### config.mk
export PLATFORM = sky130hd
export DESIGN_NAME = gcd_arbiter
export DESIGN_NICKNAME = d
export VERILOG_FILES = /design/src/rtl/gcd_pkg.sv /design/src/rtl/gcd_arbiter_rr_pick.sv /design/src/rtl/gcd_arbiter.sv
export SDC_FILE = /design/constraint.sdc
export NUM_CORES = 1
export LEC_CHECK = 0
export ABC_AREA = 1
export ABC_CLOCK_PERIOD_IN_PS = 3000
export CAP_MARGIN = 10
export CORE_MARGIN = 2
export CORE_UTILIZATION = 35
export CTS_CLUSTER_DIAMETER = 40
export DETAILED_ROUTE_END_ITERATION = 8
export GPL_ROUTABILITY_DRIVEN = 0
export PLACE_DENSITY = 0.7
export SYNTH_ARGS = -nofsm -noshare
export SYNTH_HDL_FRONTEND = slang
export SYNTH_SLANG_ARGS = --single-unit
export TNS_END_PERCENT = 100
### constraint.sdc
create_clock -name clk -period 3 [get_ports clk]
set_input_delay 0.6 -clock clk [delete_from_list [all_inputs] [get_ports clk]]
set_output_delay 0.6 -clock clk [all_outputs]
set_load 0.03 [all_outputs]
### src/rtl/gcd_pkg.sv
// Shared definitions for the GCD arbiter: FSM state encoding and default operand width.
// The timeout feature in gcd_arbiter is enabled with the GCD_TIMEOUT_EN macro.
package gcd_pkg;

    localparam int DEFAULT_WIDTH = 8;

    typedef enum logic [1:0] {
        IDLE  = 2'd0,
        ISSUE = 2'd1,
        WAIT  = 2'd2,
        RESP  = 2'd3
    } state_t;

endpackage

### src/rtl/gcd_arbiter_rr_pick.sv
// Combinational round-robin picker: grants the first set request after ptr,
// wrapping modulo NREQ, so the last winner has the lowest priority next time.
module gcd_rr_pick #(
    parameter int NREQ = 4,
    parameter int PW   = $clog2(NREQ)
) (
    input  logic [NREQ-1:0] req,
    input  logic [PW-1:0]   ptr,
    output logic [PW-1:0]   winner,
    output logic            any_valid
);

    int            idx;
    logic [PW-1:0] idx_v;

    // Scan from the farthest candidate down to ptr+1 so the closest hit is written last.
    always_comb begin
        winner    = '0;
        any_valid = 1'b0;
        idx       = 0;
        idx_v     = '0;
        for (int k = NREQ; k >= 1; k--) begin
            idx = int'(ptr) + k;
            if (idx >= NREQ) begin
                idx = idx - NREQ;
            end
            idx_v = idx[PW-1:0];
            if (req[idx_v]) begin
                winner    = idx_v;
                any_valid = 1'b1;
            end
        end
    end

endmodule

### src/rtl/gcd_arbiter.sv
// Shares one subtract-loop GCD engine among NREQ requesters with round-robin arbitration.
// Zero operands are answered locally; define GCD_TIMEOUT_EN to abort hung engine jobs.
module gcd_arbiter
    import gcd_pkg::*;
#(
    parameter int NREQ    = 4,
    parameter int WIDTH   = DEFAULT_WIDTH,
    parameter int TIMEOUT = 255
) (
    input  logic                    clk,
    input  logic                    reset,
    input  logic [NREQ-1:0]         req,
    input  logic [NREQ*WIDTH-1:0]   req_x,
    input  logic [NREQ*WIDTH-1:0]   req_y,
    output logic [NREQ-1:0]         grant,
    output logic [NREQ-1:0]         rsp_valid,
    output logic [WIDTH-1:0]        rsp_data,
    output logic                    rsp_err,
    output logic                    busy,
    output logic                    eng_start,
    output logic [WIDTH-1:0]        eng_x,
    output logic [WIDTH-1:0]        eng_y,
    input  logic                    eng_done,
    input  logic [WIDTH-1:0]        eng_gcd
);

    localparam int PW = $clog2(NREQ);

    state_t            state_q, state_d;
    logic [PW-1:0]     ptr_q, ptr_d;
    logic [PW-1:0]     owner_q, owner_d;
    logic [NREQ-1:0]   grant_q, grant_d;
    logic [NREQ-1:0]   rsp_valid_q, rsp_valid_d;
    logic [WIDTH-1:0]  rsp_data_q, rsp_data_d;
    logic              rsp_err_q, rsp_err_d;
    logic              busy_q, busy_d;
    logic              eng_start_q, eng_start_d;
    logic [WIDTH-1:0]  eng_x_q, eng_x_d;
    logic [WIDTH-1:0]  eng_y_q, eng_y_d;
    logic [PW-1:0]     winner;
    logic              any_valid;

`ifdef GCD_TIMEOUT_EN
    localparam int CW = $clog2(TIMEOUT + 1);
    logic [CW-1:0]     cnt_q, cnt_d;
`endif

    function automatic logic [NREQ-1:0] onehot(input logic [PW-1:0] i);
        onehot    = '0;
        onehot[i] = 1'b1;
    endfunction

    gcd_rr_pick #(.NREQ(NREQ), .PW(PW)) u_pick (
        .req       (req),
        .ptr       (ptr_q),
        .winner    (winner),
        .any_valid (any_valid)
    );

    // Pulse outputs (grant, start, rsp_valid, rsp_err) default low so each lasts one cycle.
    always_comb begin
        state_d     = state_q;
        ptr_d       = ptr_q;
        owner_d     = owner_q;
        grant_d     = '0;
        rsp_valid_d = '0;
        rsp_data_d  = rsp_data_q;
        rsp_err_d   = 1'b0;
        eng_start_d = 1'b0;
        eng_x_d     = eng_x_q;
        eng_y_d     = eng_y_q;
`ifdef GCD_TIMEOUT_EN
        cnt_d       = cnt_q;
`endif
        case (state_q)
            IDLE: begin
                if (any_valid) begin
                    eng_x_d = req_x[winner*WIDTH +: WIDTH];
                    eng_y_d = req_y[winner*WIDTH +: WIDTH];
                    owner_d = winner;
                    grant_d = onehot(winner);
                    state_d = ISSUE;
                end
            end
            ISSUE: begin
                // The engine would never terminate on a zero operand; gcd(0,y)=y.
                if (eng_x_q == '0 || eng_y_q == '0) begin
                    rsp_data_d  = eng_x_q | eng_y_q;
                    rsp_valid_d = onehot(owner_q);
                    state_d     = RESP;
                end else begin
                    eng_start_d = 1'b1;
                    state_d     = WAIT;
`ifdef GCD_TIMEOUT_EN
                    cnt_d       = '0;
`endif
                end
            end
            WAIT: begin
                if (eng_done) begin
                    rsp_data_d  = eng_gcd;
                    rsp_valid_d = onehot(owner_q);
                    state_d     = RESP;
                end
`ifdef GCD_TIMEOUT_EN
                else if (cnt_q == CW'(TIMEOUT - 1)) begin
                    rsp_data_d  = '0;
                    rsp_err_d   = 1'b1;
                    rsp_valid_d = onehot(owner_q);
                    state_d     = RESP;
                end else begin
                    cnt_d = cnt_q + 1'b1;
                end
`endif
            end
            RESP: begin
                ptr_d   = owner_q;
                state_d = IDLE;
            end
            default: state_d = IDLE;
        endcase
        busy_d = (state_d != IDLE);
    end

    always_ff @(posedge clk) begin
        if (!reset) begin
            state_q     <= IDLE;
            ptr_q       <= PW'(NREQ - 1);
            owner_q     <= '0;
            grant_q     <= '0;
            rsp_valid_q <= '0;
            rsp_data_q  <= '0;
            rsp_err_q   <= 1'b0;
            busy_q      <= 1'b0;
            eng_start_q <= 1'b0;
            eng_x_q     <= '0;
            eng_y_q     <= '0;
`ifdef GCD_TIMEOUT_EN
            cnt_q       <= '0;
`endif
        end else begin
            state_q     <= state_d;
            ptr_q       <= ptr_d;
            owner_q     <= owner_d;
            grant_q     <= grant_d;
            rsp_valid_q <= rsp_valid_d;
            rsp_data_q  <= rsp_data_d;
            rsp_err_q   <= rsp_err_d;
            busy_q      <= busy_d;
            eng_start_q <= eng_start_d;
            eng_x_q     <= eng_x_d;
            eng_y_q     <= eng_y_d;
`ifdef GCD_TIMEOUT_EN
            cnt_q       <= cnt_d;
`endif
        end
    end

    assign grant     = grant_q;
    assign rsp_valid = rsp_valid_q;
    assign rsp_data  = rsp_data_q;
    assign rsp_err   = rsp_err_q;
    assign busy      = busy_q;
    assign eng_start = eng_start_q;
    assign eng_x     = eng_x_q;
    assign eng_y     = eng_y_q;

endmodule

==> impl_metrics.csv <==
group,metric,value,unit
cells_and_area,fill_cells,661,
clocking,cts_tree,"yes",
die,ioPinCount,114,
route,vias_per_cell,4.83,
sta,final_hold_viol_count,0,
yosys,avgSynthCellArea,6.33,sq um
placement,place.port_buffers,112,
yosys,synth-seq-cells,40,
cells_and_area,num-nets-final,566,
yosys,ys_seq_area_frac,0.334,
yosys,yosys.area_share.simple,0.466,
critical_path,setup.worst_path.end_class,"register",
global_route,overflow,0,
yosys,synth-edff-count,0,
clocking,cts_setup_buffers,0,
yosys,synth_mux_area_frac,0,
route,vias,2720,
route,ant_nets,0,
global_route,antenna_found_initial,0,
cells_and_area,multiInputGateArea,0.00138,sq mm
route,first_pass_iters,4,
critical_path,crit_type,"in -> reg",
sta,worst_pin_slew,560,ps
clocking,cts_root_buf,"clkbuf_8",
cells_and_area,drive_gt1_frac,0.0621,
yosys,synth_largest_area_cell,"dfxtp_1",
pwr,p_sw_frac,0.514,
cells_and_area,syn_to_final_growth,50.3,%
clocking,clkTransAtPathRegs,70,ps
global_route,grt_pass1_vias,2453,
global_route,grt_max_degree,38,
yosys,synth_top_family_by_area,"simple AND/OR/NAND/NOR gates",
die,die_w,86.8,microns
clocking,insertion_delay,290,ps
pwr,p_switching,0.00187,W
clocking,cts_resized,0,
critical_path,worstSetupStartpointType,"primary input",
cells_and_area,final_core_util,0.537,
yosys,synth.top_cells.by_area,"dfxtp_1, nand2_1, nand3_1",
die,num_rows,30,
run_status,outcome,"finished, final reports clean",
pwr,power_frac_clock,0.093,
placement,dp_hpwl,5650,microns
sta,maxSlewHeadroom,0.627,
yosys,syn-num-nets,462,
sta,tns,0,ps
pwr,p_leak,1.60,nW
placement,pre_cts_ws,243,ps
min_path,min_path_type,"reg -> reg",
yosys,ys.warnings.count,0,
flow_run,maxCapViolations,0,
critical_path,cp_max_fo,37,
yosys,synth_compound_area_frac,0.0876,
route,drc,0,
route,dr.first_iter.drc_count,172,
clocking,ctsHtreeMaxLevel,2,
sta,fin_ws,483,ps
pwr,vdd_drop_max,0.000394,V
sta,holdWs,464,ps
yosys,synthAdderAreaFrac,0.0209,
yosys,async_reset_ff_frac,0,
yosys,synth_xor_area_frac,0,
pwr,seqPwrFrac,0.243,
clocking,cts_buffers,5,
clocking,cts.sinks,40,
route,routedWlPerCell,12.4,microns
critical_path,crit_required,3180,ps
sta,finClkSkew,7.58,ps
pwr,p_int,0.00177,W
die,core-area,0.00672,sq mm
sta,drv_slew,0,
pwr,p_per_area,1010,mW/mm^2
sta,finalCriticalPeriod,2520,ps
cells_and_area,diodes,0,
sta,max_freq,397,MHz
yosys,synth_flop_cell,"dfxtp_1",
route,routed_wl,6990,microns
yosys,syn_inst,379,
global_route,track_usage,0.187,
die,die_area,0.00754,sq mm
cells_and_area,regArea,801,sq um
global_route,grt_pass1_wl,11300,microns
sta,fin_crit_sh,0.839,
yosys,synth_top_area_frac,0.334,
cells_and_area,final_cell_mix,"clkdlybuf4s50_1, nand2_1, nand3_1, nor2_1, dfxtp_1",
clocking,ctsHoldBuffers,0,
die,die_y,86.8,microns
yosys,ys_types,26,
die,start_util,0.357,
pwr,combPwrFrac,0.665,
clocking,cts_buffer_depth,2,
sta,grt_setup_unrepaired,"false",
cells_and_area,final_common_cell,"clkdlybuf4s50_1",
sta,finalSetupViolations,0,
critical_path,crit_arrival,2700,ps
yosys,synth_area,0.00240,sq mm
## metal layers
layer,track usage,vias up,part of all wire
met5,0,-,0
met4,0.0511,0,0.011
met3,0.0333,7,0.071
met2,0.296,99,0.45
met1,0.261,1187,0.46
li1,-,1427,-
## power by group through the flow
stage / logic (W) / clock network, W / registers (W)
after floorplan: 0.00150 / 0 / 0.00116
after global placement: 0.00239 / 0 / 0.000891
after detailed placement: 0.00242 / 0 / 0.000894
after CTS: 0.00243 / 0.000349 / 0.000883
after global routing: 0.00270 / 0.000373 / 0.000909
final: 0.00242 / 0.000337 / 0.000885
## kinds of logic after synthesis
family,Yosys count
buffers and inverters,45
other,1
AO/OA/AOI/OAI,42
flip-flops,40
adder cells (fa/ha/maj),4
AND/OR/NAND/NOR,247
## worst max-delay path, cell delays in order
cell,delay [ps]
clkdlybuf4s50_1,490
inv_1,70
nand2_1,80
nand3_1,110
nand2_1,100
inv_1,40
nand2_1,60
nand3_2,220
nand2_4,400
inv_2,160
nand3_1,100
nand3_1,70
nor2_1,110
nor2_1,50
## Yosys cell counts, types with 2 or more instances
master / count
nand3_2: 3
buf_2: 4
nand2_2: 6
nand2_1: 109
a21oi_1: 13
nor2_1: 49
nor3_1: 5
inv_1: 22
nand3_1: 65
buf_6: 3
nor4_1: 3
nor2_4: 2
dfxtp_1: 40
buf_1: 2
nand2_4: 2
inv_2: 5
ha_1: 4
clkbuf_1: 3
buf_4: 5
o21ai_0: 28
## path summary, 6_finish.rpt
path | start | slack (ps) | endpoint | cells after the start
worst max-delay path | req[3] | 480 | eng_y[1] | 14
worst min-delay path | rsp_data[6] | 460 | rsp_data[6] | 2
worst max register to register | ptr_q[0] | 700 | eng_y[1] | 13
worst min register to register | rsp_data[6] | 460 | rsp_data[6] | 2
## sequential cells by signal, indices dropped and copies added (netlist names)
name and count:
eng_x 8, eng_y 8, rsp_data 8, grant 4, rsp_valid 4, owner_q 2
ptr_q 2, state_q 2, busy 1, eng_start 1
## stage by stage
stage | total power [W] | std cells | cell area, sq um
final | 0.00365 | 563 | 3610
after global routing | 0.00398 | 563 | 3610
after CTS | 0.00366 | 563 | 3610
after detailed placement | 0.00332 | 556 | 3530
after global placement | 0.00328 | 556 | 3530
after floorplan | 0.00266 | 379 | 2400
## final cells by class
type | count | area share
Clock buffer | 6 | 0.0201
Clock inverter | 1 | 0.00139
Inverter | 27 | 0.0281
Multi-Input combinational cell | 294 | 0.383
Sequential cell | 40 | 0.222
Tap cell | 80 | 0.0278
Timing Repair Buffer | 115 | 0.317
Power figures use the tool's default switching activity.
